## src/rtl/mem_arbiter.sv

```systemverilog
// Round-robin arbiter sharing one mem_cntrl port between two requesters.
// One transaction is in flight at a time, and each one is guarded by a watchdog.
module mem_arbiter #(
   parameter int ADDR_WIDTH     = 24,
   parameter int DATA_WIDTH     = 16,
   parameter int TIMEOUT_CYCLES = 1024
) (
   input  logic                  clk,
   input  logic                  rst,
   input  logic                  req0_req,
   input  logic                  req0_we,
   input  logic [ADDR_WIDTH-1:0] req0_addr,
   input  logic [DATA_WIDTH-1:0] req0_wdata,
   output logic                  req0_gnt,
   output logic                  req0_done,
   output logic                  req0_err,
   output logic [DATA_WIDTH-1:0] req0_rdata,
   input  logic                  req1_req,
   input  logic                  req1_we,
   input  logic [ADDR_WIDTH-1:0] req1_addr,
   input  logic [DATA_WIDTH-1:0] req1_wdata,
   output logic                  req1_gnt,
   output logic                  req1_done,
   output logic                  req1_err,
   output logic [DATA_WIDTH-1:0] req1_rdata,
   output logic [ADDR_WIDTH-1:0] mem_addr,
   output logic [DATA_WIDTH-1:0] mem_data_in,
   output logic                  mem_r_en,
   output logic                  mem_w_en,
   input  logic [DATA_WIDTH-1:0] mem_data_out,
   input  logic                  mem_rdy,
   input  logic                  mem_cplt,
   output logic                  timeout_err,
   output logic [1:0]            dbg_state
);

   localparam int CNT_W = $clog2(TIMEOUT_CYCLES);
   localparam logic [CNT_W-1:0] CNT_LAST = CNT_W'(TIMEOUT_CYCLES - 1);

   typedef enum logic [1:0] {
      IDLE  = 2'd0,
      ISSUE = 2'd1,
      WAIT  = 2'd2
   } state_t;

   state_t           state_q;
   logic             owner_q;
   logic             prio_q;   // requester that wins the next tie
   logic             we_q;
   logic [CNT_W-1:0] cnt_q;
   logic             win_id;
   logic             any_req;

   assign any_req   = req0_req | req1_req;
   assign dbg_state = state_q;

   always_comb begin
      win_id = req1_req;
      if (req0_req && req1_req) begin
         win_id = prio_q;
      end
   end

   always_ff @(posedge clk) begin
      if (rst) begin
         state_q     <= IDLE;
         owner_q     <= 1'b0;
         prio_q      <= 1'b0;
         we_q        <= 1'b0;
         cnt_q       <= '0;
         req0_gnt    <= 1'b0;
         req0_done   <= 1'b0;
         req0_err    <= 1'b0;
         req0_rdata  <= '0;
         req1_gnt    <= 1'b0;
         req1_done   <= 1'b0;
         req1_err    <= 1'b0;
         req1_rdata  <= '0;
         mem_addr    <= '0;
         mem_data_in <= '0;
         mem_r_en    <= 1'b0;
         mem_w_en    <= 1'b0;
         timeout_err <= 1'b0;
      end else begin
         req0_gnt  <= 1'b0;
         req1_gnt  <= 1'b0;
         req0_done <= 1'b0;
         req1_done <= 1'b0;
         req0_err  <= 1'b0;
         req1_err  <= 1'b0;
         mem_r_en  <= 1'b0;
         mem_w_en  <= 1'b0;
         case (state_q)
            IDLE: begin
               if (mem_rdy && any_req) begin
                  owner_q <= win_id;
                  if (win_id) begin
                     we_q        <= req1_we;
                     mem_addr    <= req1_addr;
                     mem_data_in <= req1_wdata;
                     req1_gnt    <= 1'b1;
                  end else begin
                     we_q        <= req0_we;
                     mem_addr    <= req0_addr;
                     mem_data_in <= req0_wdata;
                     req0_gnt    <= 1'b1;
                  end
                  state_q <= ISSUE;
               end
            end
            ISSUE: begin
               mem_w_en <= we_q;
               mem_r_en <= ~we_q;
               prio_q   <= ~owner_q;
               cnt_q    <= '0;
               state_q  <= WAIT;
            end
            WAIT: begin
               // A completion arriving on the expiry cycle still counts as success.
               if (mem_cplt) begin
                  if (owner_q) begin
                     req1_done <= 1'b1;
                     if (!we_q) req1_rdata <= mem_data_out;
                  end else begin
                     req0_done <= 1'b1;
                     if (!we_q) req0_rdata <= mem_data_out;
                  end
                  state_q <= IDLE;
               end else if (cnt_q == CNT_LAST) begin
                  if (owner_q) begin
                     req1_done  <= 1'b1;
                     req1_err   <= 1'b1;
                     req1_rdata <= '0;
                  end else begin
                     req0_done  <= 1'b1;
                     req0_err   <= 1'b1;
                     req0_rdata <= '0;
                  end
                  timeout_err <= 1'b1;
                  state_q     <= IDLE;
               end else begin
                  cnt_q <= cnt_q + 1'b1;
               end
            end
            default: state_q <= IDLE;
         endcase
      end
   end

endmodule

```

## config.mk

```make
export PLATFORM = sky130hd
export DESIGN_NAME = mem_arbiter
export DESIGN_NICKNAME = d
export VERILOG_FILES = /design/src/rtl/mem_arbiter.sv
export SDC_FILE = /design/constraint.sdc
export NUM_CORES = 1
export LEC_CHECK = 0
export CELL_PAD_IN_SITES_DETAIL_PLACEMENT = 0
export CELL_PAD_IN_SITES_GLOBAL_PLACEMENT = 2
export CORE_ASPECT_RATIO = 2
export CORE_MARGIN = 1
export CORE_UTILIZATION = 25
export CTS_BUF_LIST = sky130_fd_sc_hd__clkbuf_4 sky130_fd_sc_hd__clkbuf_8
export CTS_CLUSTER_SIZE = 16
export DETAILED_ROUTE_END_ITERATION = 12
export GPL_TIMING_DRIVEN = 0
export PLACE_DENSITY_LB_ADDON = 0.1
export SLEW_MARGIN = 40
export SYNTH_ARGS = -nofsm -noshare
export SYNTH_HDL_FRONTEND = slang
export SYNTH_SLANG_ARGS = --single-unit
```

## constraint.sdc

```tcl
create_clock -name clk -period 2.7 [get_ports clk]
set_input_delay 0.27 -clock clk [delete_from_list [all_inputs] [get_ports clk]]
set_output_delay 0.27 -clock clk [all_outputs]
set_load 0.01 [all_outputs]
```

==> impl_summary.log <==
[metrics] synthesized instance count: 481
[metrics] number of design-rule violations left by the first detailed-router iteration: 109
[metrics] total wire length: 14.4 mm
[metrics] fraction of final layout cells sized beyond drive strength 1: 0.0560
[metrics] DR vias: 4248
[metrics] setup violators final: 0
[metrics] 1st-pass router iterations: 4
[metrics] Hold-fix buffers, CTS: 0
[metrics] Layout Area Growth over Synthesis: 55.6%
[metrics] Chip Height: 182 µm
[metrics] category of the critical setup timing path: register to register
[metrics] number of buffers added for setup after CTS: 0
[metrics] die width: 92.1 µm
[metrics] CP cell instances: clkbuf_1 -> nor3b_1 -> o31ai_1 -> nand2_1 -> a311oi_1
[metrics] initial core utilization: 0.256
[metrics] post-route DRC violation count: 0
[metrics] power density over cell area: 473 mW/mm²
[metrics] clock tree root buffer cell: clkbuf_8
[metrics] Synth async-reset ratio: 0
[metrics] Critical Path Fanout Max: 10
[metrics] net count after synthesis: 586
[metrics] count of nets left with antenna violations after detail routing: 0
[metrics] GP Congestion: 0.801
[metrics] sequential element share of the synthesized area: 0.473
[metrics] type of the worst min-delay path: input pin to register
[metrics] mapped cell area: 0.00406 mm²
[metrics] number of nets at the end of the flow: 781
[metrics] Layout Skew: 0.0123 ns
[metrics] total leakage power: 2.35 nW
[metrics] Most used DFF post-synth: dfxtp_1
[metrics] startpoint type of the worst setup path: register
[metrics] remaining global-route overflow: 0
[metrics] final number of max-transition violations: 0
[metrics] EDFF count, synth: 0
[metrics] worst hold-check slack: 0.370 ns
[metrics] Yosys warning total: 0
[metrics] number of clock sinks: 96
[metrics] routed via count divided by cell count: 4.83
[metrics] status: complete, no violations
[metrics] fill cell total of the finished layout: 1657
[metrics] num rows: 65
[metrics] number of antenna violations at the first check in global routing: 0
[metrics] clock tree buffer depth: 2
[metrics] most frequent cells in the layout: 184 x clkdlybuf4s50_1, 107 x nand2_1, 96 x dfxtp_1, 53 x nor2_1, 42 x a311oi_1
[metrics] wire length of the first global-routing pass: 22.5 mm
[metrics] global-route usage over all layers: 0.175
[metrics] worst rel slew slack: 0.486
[metrics] die footprint: 0.0168 mm²
[metrics] Clock H-tree levels: 3
[metrics] antenna cell count: 0
[metrics] launch instance of the worst register-to-register path: dbg_state[1]
[metrics] Final min period: 2.12 ns
[metrics] number of clock buffers inserted by TritonCTS: 9
[metrics] number of maximum-capacitance constraint violations: 0
[metrics] CP Data Required Time: 2.94 ns
[metrics] via count of the first global-routing pass: 4356
[metrics] Worst EP arrival: 2.36 ns
[metrics] cells resized by post-CTS repair: 0
[metrics] clock tree from TritonCTS: built
[metrics] detailed-placement wirelength estimate: 11.3 mm
[metrics] area of the core: 0.0159 mm²
[metrics] slowest stage cell, crit path: nor3b_1
[metrics] Hold Vio Cnt, Final: 0
[metrics] critical path's top delay family: simple AND/OR/NAND/NOR gates
[metrics] Setup crit start: dbg_state[1]
[metrics] clk_lat worst skew: 0.37 ns
[metrics] Max Clk Rate: 473 MHz
[metrics] total negative slack: 0 ns
[metrics] top-level I/O count: 187
[metrics] mean instance size in the synthesized netlist: 8.44 µm²
[metrics] average routed wire per standard cell: 16.3 µm
[metrics] clock transition at the registers of the reported paths: 0.09 ns
[metrics] Worst VDD drop: 0.194 mV
[metrics] most common cell after layout, fill and taps aside: clkdlybuf4s50_1
[metrics] hold path startpoint: mem_cplt
[metrics] FF+latch count, synth: 96
[metrics] RSZ-0062 raised after global routing: false
[metrics] share of the clock period used by the worst path after layout: 0.783
[metrics] buffers and inverters on the worst path: 1
[metrics] count of input and output buffers: 184
[metrics] distinct cell type count of the synthesized netlist: 45
[metrics] Slowest Stage Delay on Critical Path: 0.69 ns
[metrics] Least-Margin Pin Slew: 0.770 ns
[metrics] pin count of the biggest net entering global routing: 14
[metrics] kind of end point of the critical path: register
-- worst paths after layout --
path                        end  slack, ns  cells after the start
setup / recovery       cnt_q[4]       0.58                      5
setup reg to reg       cnt_q[4]       0.58                      5
hold / removal         cnt_q[2]       0.37                      4
hold reg to reg   req1_rdata[2]       0.46                      2
-- report_power, final --
part | total (mW) | switching, mW | internal [mW] | leakage [nW]
combinational | 0.602 | 0.285 | 0.317 | 1.48
clock | 0.873 | 0.492 | 0.381 | 0.0896
sequential | 1.51 | 0.0347 | 1.48 | 0.783
-- per-stage QoR --
stage / utilization / area [µm²] / setup WS [ns] / total power, mW / std cells
6_report: 0.398 / 6320 / 0.585 / 2.99 / 880
5_1_grt: 0.398 / 6320 / 0.487 / 3.16 / 880
4_1_cts: 0.398 / 6320 / 0.574 / 3.06 / 880
3_5_place_dp: 0.388 / 6150 / 0.452 / 2.16 / 866
3_3_place_gp: 0.388 / 6150 / 0.474 / 2.15 / 866
2_1_floorplan: - / 4060 / 0.956 / 1.80 / 481
-- logic make-up (layout without fill, tap and decap cells) --
family,after synthesis,in the layout,synth area share
buffers and inverters,46,244,0.0475
flip-flops,96,96,0.473
AO/OA/AOI/OAI,94,94,0.183
multiplexers,19,19,0.0475
adder cells (fa/ha/maj),1,1,0.00308
AND/OR/NAND/NOR,225,225,0.246
-- layer usage --
layer,global-route usage,part of all wire,vias to the layer above
met2,0.344,0.57,144
met3,0.0525,0.069,22
met5,0,0,-
met1,0.157,0.34,1982
met4,0.0819,0.030,0
li1,-,-,2100
-- worst min-delay path: stages --
cell and delay [ns]:
buf_2 0.19, nor3b_1 0.09, nor2_1 0.08, nor4_1 0.06
-- registers in the layout, indices dropped and copies added (netlist names) --
register and cells:
req0_err 1, we_q 1, timeout_err 1, req1_err 1
req1_rdata 16, req1_gnt 1, prio_q 1, mem_data_in 16
req0_done 1, mem_w_en 1, req0_rdata 16, req1_done 1
dbg_state 2, owner_q 1, cnt_q 10, req0_gnt 1
mem_r_en 1, mem_addr 24
-- cell usage after synthesis, types with 2 or more instances --
library cell  number  share of area
inv_1              3         0.0028
o31ai_1            3         0.0055
clkbuf_1          26          0.024
buf_1              5         0.0046
a31oi_1            3         0.0046
and3_1             5         0.0077
nand3_4            2         0.0086
nor3_1            16          0.020
nor3b_1            2         0.0037
dfxtp_1           96           0.47
mux2i_1           17          0.042
nor4_1             2         0.0031
o32ai_1            2         0.0043
a31o_2             6          0.013
nand4_1            3         0.0046
nand2_1          107          0.099
buf_2              9          0.011
a211oi_1           2         0.0037
nand2b_1           5         0.0077
o211ai_1          10          0.018
a21oi_1            9          0.011
mux2_2             2         0.0055
o21ai_0           10          0.012
nand3_1           22          0.027
nor2_1            53          0.049
a311oi_1          42          0.091
-- area by class of cell --
type | count | area, µm² | area share
well taps | 201 | 251 | 0.0398
clock inverters | 1 | 5.00 | 0.000792
clock buffers | 13 | 160 | 0.0253
multi-input cells | 339 | 1950 | 0.308
repair buffers | 184 | 1840 | 0.291
inverters | 4 | 15.0 | 0.00238
plain buffers | 42 | 178 | 0.0281
flip-flops and latches | 96 | 1920 | 0.304
No activity file was read; power rests on OpenSTA's default activity.
